--- src/rtl/intr_ctrl.sv ---
// External interrupt sequencer: synchronizes INTR, latches rising edges and
// takes them at precise boundaries with trap redirect, flush and mret return.
module intr_ctrl #(
  parameter int SYNC_STAGES  = 2,
  parameter int FLUSH_CYCLES = 3
) (
  input  logic        CLK,
  input  logic        RST_N,
  input  logic        INTR,
  input  logic        CSR_MIE,
  input  logic [31:0] CSR_MTVEC,
  input  logic [31:0] CSR_MEPC,
  input  logic        INSTR_BOUNDARY,
  input  logic        STALL,
  input  logic [31:0] RETIRE_PC,
  input  logic        MRET_EXEC,
  output logic        INT_TAKEN,
  output logic [31:0] INT_PC,
  output logic        REDIRECT,
  output logic [31:0] REDIRECT_PC,
  output logic        FLUSH,
  output logic        IN_ISR,
  output logic        PENDING
);

  typedef enum logic [2:0] {
    IDLE,
    ARMED,
    TAKE,
    DRAIN,
    ISR
  } state_e;

  localparam logic [3:0] CNT_INIT =
    4'(FLUSH_CYCLES > 1 ? FLUSH_CYCLES - 2 : 0);

  state_e                 state_q, state_d;
  logic [SYNC_STAGES-1:0] sync_q;
  logic [SYNC_STAGES:0]   vld_q;
  logic                   prev_q;
  logic                   pend_q, pend_d;
  logic                   mret_q, mret_d;
  logic [3:0]             cnt_q, cnt_d;
  logic [31:0]            pc_q, pc_d;

  logic rise;
  logic acc;
  logic mret_acc;

  // vld_q tracks which chain stages hold a real post-reset sample, so a
  // level already high at reset release never looks like an edge
  assign rise     = sync_q[SYNC_STAGES-1] & ~prev_q & vld_q[SYNC_STAGES];
  // the cycle of an mret redirect is not a boundary we may act on
  assign acc      = INSTR_BOUNDARY & ~STALL & ~mret_q;
  assign mret_acc = acc & MRET_EXEC;

  always_comb begin
    state_d = state_q;
    cnt_d   = cnt_q;
    pc_d    = pc_q;
    mret_d  = 1'b0;
    pend_d  = rise | (pend_q & (state_q != TAKE));
    case (state_q)
      IDLE: begin
        mret_d = mret_acc;
        if ((pend_q | rise) & CSR_MIE) state_d = ARMED;
      end
      ARMED: begin
        mret_d = mret_acc;
        if (!CSR_MIE) begin
          state_d = IDLE;
        end else if (acc & ~MRET_EXEC) begin
          state_d = TAKE;
          pc_d    = RETIRE_PC;
        end
      end
      TAKE: begin
        if (FLUSH_CYCLES == 1) begin
          state_d = ISR;
        end else begin
          state_d = DRAIN;
          cnt_d   = CNT_INIT;
        end
      end
      DRAIN: begin
        if (cnt_q == 4'd0) state_d = ISR;
        else cnt_d = cnt_q - 4'd1;
      end
      ISR: begin
        mret_d = mret_acc;
        if (mret_acc) state_d = IDLE;
      end
      default: state_d = IDLE;
    endcase
  end

  always_ff @(posedge CLK or negedge RST_N) begin
    if (!RST_N) begin
      state_q <= IDLE;
      sync_q  <= '0;
      vld_q   <= '0;
      prev_q  <= 1'b0;
      pend_q  <= 1'b0;
      mret_q  <= 1'b0;
      cnt_q   <= 4'd0;
      pc_q    <= 32'd0;
    end else begin
      state_q <= state_d;
      sync_q  <= {sync_q[SYNC_STAGES-2:0], INTR};
      vld_q   <= {vld_q[SYNC_STAGES-1:0], 1'b1};
      prev_q  <= sync_q[SYNC_STAGES-1];
      pend_q  <= pend_d;
      mret_q  <= mret_d;
      cnt_q   <= cnt_d;
      pc_q    <= pc_d;
    end
  end

  always_comb begin
    INT_TAKEN   = 1'b0;
    INT_PC      = 32'd0;
    REDIRECT    = mret_q;
    REDIRECT_PC = mret_q ? CSR_MEPC : 32'd0;
    FLUSH       = mret_q;
    IN_ISR      = (state_q == ISR);
    PENDING     = pend_q;
    if (state_q == TAKE) begin
      INT_TAKEN   = 1'b1;
      INT_PC      = pc_q;
      REDIRECT    = 1'b1;
      REDIRECT_PC = {CSR_MTVEC[31:2], 2'b00};
      FLUSH       = 1'b1;
    end
    if (state_q == DRAIN) FLUSH = 1'b1;
  end

endmodule
--- config.mk ---
export PLATFORM = sky130hd
export DESIGN_NAME = intr_ctrl
export DESIGN_NICKNAME = d
export VERILOG_FILES = /design/src/rtl/intr_ctrl.sv
export SDC_FILE = /design/constraint.sdc
export NUM_CORES = 1
export LEC_CHECK = 0
export CAP_MARGIN = 20
export CORE_ASPECT_RATIO = 1.25
export CORE_UTILIZATION = 37
export CTS_CLUSTER_DIAMETER = 120
export DETAILED_ROUTE_END_ITERATION = 8
export PLACE_DENSITY = 0.89
export SLEW_MARGIN = 40
export SYNTH_ARGS = -nofsm -noshare
export SYNTH_HDL_FRONTEND = slang
export SYNTH_SLANG_ARGS = --single-unit
export TNS_END_PERCENT = 100
--- constraint.sdc ---
create_clock -name CLK -period 2.1 [get_ports CLK]
set_clock_uncertainty 0.1 [all_clocks]
set_input_delay 0.42 -clock CLK [delete_from_list [all_inputs] [get_ports CLK]]
set_output_delay 0.42 -clock CLK [all_outputs]
set_load 0.05 [all_outputs]
Word level (Yosys, flattened, before mapping) --
Cells that the tools add are included.
Storage, ports and cells: bits in registers 47, output and inout port bits 69, word-level logic and storage cells 55
Cells by class: add/subtract/negate cells 1, equal/unequal tests 10, mux-type cells 15, bitwise gates (word level) 14, reduce and logical (&&, ||, !) cells 7
Operators by type and width (count):
- 32-bit two-way mux | 3
- 3-bit two-way mux | 5
- 3-bit one-hot mux with 5 select lines | 1
- 1-bit AND | 8
- 4-bit one-hot mux with 2 select lines | 1
- 3-bit by 2-bit equality test with 1-bit output (second input constant) | 2
- 2-bit inequality test (second input constant) | 3
- 4-bit logical NOT | 1
- 1-bit two-way mux | 4
- 4-bit two-way mux | 1
- 1-bit inverter | 4
- 4-bit AND reduction | 1
- 4-bit by 1-bit subtractor with 4-bit output (second input constant) | 1
- 3-bit by 1-bit equality test with 1-bit output (second input constant) | 1
- 3-bit equality test (second input constant) | 1
- 3-bit logical NOT | 1
- 3-bit by 2-bit inequality test with 1-bit output (second input constant) | 1
- 3-bit inequality test (second input constant) | 1
- 3-bit AND reduction | 1
- 3-bit OR reduction | 1
- 2-bit by 1-bit inequality test with 1-bit output (second input constant) | 1
- 1-bit bitwise OR | 2
- 2-bit AND reduction | 1
- 2-bit nonzero test | 1

Logic depth before layout (Yosys ltp) --
depth after elaboration 7, mapped depth 6, depth with buffers taken out 5

Worst setup path after synthesis --
OpenSTA, ideal clock, no wires.
path kind register -> output, from reg state_q[0], to out REDIRECT_PC[12], data arrival time 2.317 ns, path slack -0.737 ns, cell stages (with the launch flop) 6, buffers on the path 3, cell sequence dfrtp_1 -> buf_2 -> or3b_1 -> buf_2 -> buf_2 -> o21ai_0
Between the ends: longest elaborated chain between the ends 2
RTL lines:
- start, declared | RTL line 37 | state_e state_q, state_d;
- start signal, assigned | RTL line 108 | state_q <= state_d;
- 3-bit by 2-bit equality test with 1-bit output | RTL line 127 | if (state_q == TAKE) begin
- 32-bit two-way mux | RTL line 127
- end, declared | RTL line 20 | output logic [31:0] REDIRECT_PC,
Every way passes these cells.

Worst setup path in the final report --
from reg state_q[0], to out INT_PC[4]
Between the ends: longest elaborated chain between the ends 2
RTL lines:
- 3-bit by 2-bit equality test with 1-bit output | RTL line 127
- 32-bit two-way mux | RTL line 127
- end, declared | RTL line 18 | output logic [31:0] INT_PC,
Every way passes these cells.

==> impl_metrics.py <==
metrics = {
    "timing": {
        "slew_headroom": 0.604,
        "timing.final.crit_share": 1.09,
        "whs_ns": 0.113,
        "final_hold_viol_count": 0,
        "tightest_slew_ns": 0.592,
        "grt_setup_unrepaired": "true",
        "min_period_ns": 2.29,
        "final_max_slew_viol_count": 0,
        "setup_ws_ns": -0.192,
        "fmax_mhz": 436,
        "setup_viol": 66,
    },
    "die": {
        "core_area_mm2": 0.00702,
        "dieWidth_um": 78.7,
        "chipHeight_um": 97.8,
        "die_area_mm2": 0.00770,
        "fp-row-count": 34,
        "initial_utilization": 0.387,
        "ios": 172,
    },
    "grt": {
        "grt_max_degree": 48,
        "grt_use_total": 0.243,
        "antenna_found_initial": 0,
        "gr-total-overflow": 0,
        "grt_pass1_vias": 2951,
        "grt_pass1_wl_um": 14600,
    },
    "clock_network": {
        "clock_sinks": 47,
        "clkTransAtPathRegs_ns": 0.08,
        "h-tree-depth": 2,
        "root_buffer": "clkbuf_8",
        "cts_tree": "done",
        "insertion_delay_ns": 0.29,
        "hold_buffers": 0,
        "cts_inserted_buffers": 5,
        "cts_buffer_depth": 2,
    },
    "run": {
        "maxCapViolCount": 0,
    },
    "run_status": {
        "status": "finished with violations",
        "failed_checks": "setup timing",
    },
    "finish": {
        "nets": 546,
        "antennaDiodeCount": 0,
        "drive_gt1_frac": 0.481,
        "final_area_mm2": 0.00584,
        "syn_to_final_growth_pct": 115,
    },
    "critical_path": {
        "required_ns": 1.58,
        "crit_fanout": 6,
        "rrSetupSlack_ns": 0.19,
        "worstPathArrival_ns": 1.77,
        "crit_path_end_kind": "output port",
        "r2r_cells": 5,
        "timing.rr.end": "state_q[1]$_DFFE_PN0P_",
        "path_class": "flip-flop to output port",
        "setup.worst_path.start": "state_q[0]$_DFFE_PN0P_",
        "setup.worst_path.start_class": "flip-flop",
        "timing.rr.start": "cnt_q[0]$_DFFE_PN0P_",
    },
    "pwr": {
        "power_density_mw_per_mm2": 857,
        "intPower_mw": 3.12,
        "p_comb_frac": 0.574,
        "p_leak_nw": 2.62,
        "switching_power_mw": 1.89,
        "ir_drop_mv": 0.758,
        "clock_power_share": 0.127,
        "pwr-share-seq": 0.299,
        "total_power_mw": 5.01,
        "power.share.switching": 0.378,
    },
    "worst_hold_path": {
        "hold_class": "input pin to asynchronous set/reset pin",
    },
    "synth": {
        "synth.distinct_cells": 38,
        "synth.largest_area_cell": "dfrtp_1",
        "syn_nets": 372,
        "yosysTopAreaCellShare": 0.433,
        "synth_area_leaders": "dfrtp_1 (43%), mux2_4 (17%), and2_1 (7.4%), nand3_1 (5.7%), inv_1 (5.0%)",
        "ys_seq_elements": 47,
        "synth_edf_count": 0,
        "yosysWarnings": 0,
        "synth-main-ff-cell": "dfrtp_1",
        "synth_seq_area_share": 0.433,
        "async_flop_share": 1.00,
        "postSynthCellCount": 267,
        "syn-cell-area_mm2": 0.00272,
        "syn_avg_cell_area_um2": 10.2,
    },
    "placement": {
        "dp_hpwl_um": 6870,
        "place_congestion": 0.834,
        "postPlaceCellArea_mm2": 0.00544,
        "preCtsSetupSlack_ns": 0.0316,
        "portBuffers": 169,
    },
    "routing": {
        "routed_via_density": 5.11,
        "wl_um": 10300,
        "postRouteAntennaNets": 0,
        "drt-wirelength-per-cell_um": 19.4,
        "first_pass_iters": 4,
        "vias": 2715,
        "drt_iter0_drc": 94,
        "drc": 0,
    },
}
==> power by group through the flow <==
| stage | registers (mW) | logic [mW] | clock network, mW |
|---|---|---|---|
| 5_1_grt | 1.53 | 3.00 | 0.679 |
| 3_5_place_dp | 1.47 | 2.66 | 0 |
| 4_1_cts | 1.47 | 2.75 | 0.648 |
| 3_3_place_gp | 1.44 | 2.56 | 0 |
| 6_report | 1.50 | 2.88 | 0.636 |
| 2_1_floorplan | 1.41 | 1.55 | 0 |
==> synthesized netlist by cell type (2+ instances only) <==
library cell / n
mux2_2: 3
o21ai_0: 17
o2bb2ai_1: 2
nor3_1: 2
mux2_4: 30
o21ai_1: 16
and2_1: 32
inv_1: 36
nor3b_1: 2
nand3_1: 31
buf_1: 3
buf_6: 5
or3b_2: 2
ha_1: 2
clkbuf_2: 3
nand2b_1: 4
nand2_1: 2
buf_2: 7
and3_1: 2
a21oi_1: 2
dfrtp_1: 47
==> routing by layer <==
layer  vias to the layer above  global-route usage  part of all wire
met4                         0              0.0869             0.020
met2                       127               0.459              0.55
met1                      1331               0.241              0.35
li1                       1236                   -                 -
met3                        21              0.0822             0.075
met5                         -                   0                 0
==> logic make-up after synthesis <==
kind of cell               share of synthesized area
buffers and inverters                         0.0943
adders and majority gates                    0.00920
other                                        0.00138
muxes                                          0.182
AOI/OAI and AO/OA                             0.0897
and+or+nand+nor                                0.191
DFF                                            0.433
==> critical path: stages (launching register included) <==
cell and delay [ns]:
dfrtp_1 0.38, or3b_4 0.50, inv_6 0.14, clkbuf_16 0.15, and2_2 0.17, buf_12 0.14
==> stage by stage <==
stage                     TNS (ns)  cells   util
after global routing        -13.13    531  0.832
after global placement           0    518  0.775
final                       -10.61    531  0.832
after floorplan              -2.72    267      -
after CTS                   -10.63    526  0.809
after detailed placement         0    518  0.775
==> cell type report <==
class,instances,area [um^2]
Clock inverter,1,30.0
Clock buffer,6,72.6
Fill cell,340,1180
Timing Repair Buffer,186,2600
Multi-Input combinational cell,165,1710
Inverter,36,140
Tap cell,90,113
Sequential cell,47,1180
==> flip-flops by register name, indices dropped and copies added, names as in the netlist <==
name	flops
sync_q	2
vld_q	3
mret_q	1
cnt_q	4
prev_q	1
pc_q	32
state_q	3
PENDING	1
==> worst max path at each step <==
stage	endpoint	cells past startpoint
3_3_place_gp	pc_q[27]$_DFFE_PN0P_	5
4_1_cts	INT_PC[31]	5
3_5_place_dp	pc_q[13]$_DFFE_PN0P_	5
6_report	INT_PC[4]	5
5_1_grt	REDIRECT_PC[15]	5
2_1_floorplan	REDIRECT_PC[10]	4
==> layout by cell type, fill, tap and decap left out, types with 3 or more instances in the layout <==
cell type        instances
clkdlybuf4s50_1        100
buf_12                  69
dfrtp_1                 47
inv_1                   35
mux2_4                  30
o21ai_4                 22
and2_4                  17
nand3_1                 17
and2_2                  15
nand3_2                 14
buf_4                    9
o21ai_2                  8
clkbuf_8                 5
nand2b_1                 4
o21ai_0                  3
mux2_2                   3
==> timing repair <==
item,4_1_cts,5_1_grt
setup buffers,0,3
gates resized for setup,28,23
cloned,1,2
pin swaps,5,1
endpoints found under the setup margin,66,66
hold endpoints to repair,0,0
(Power assumes the default switching activity.)
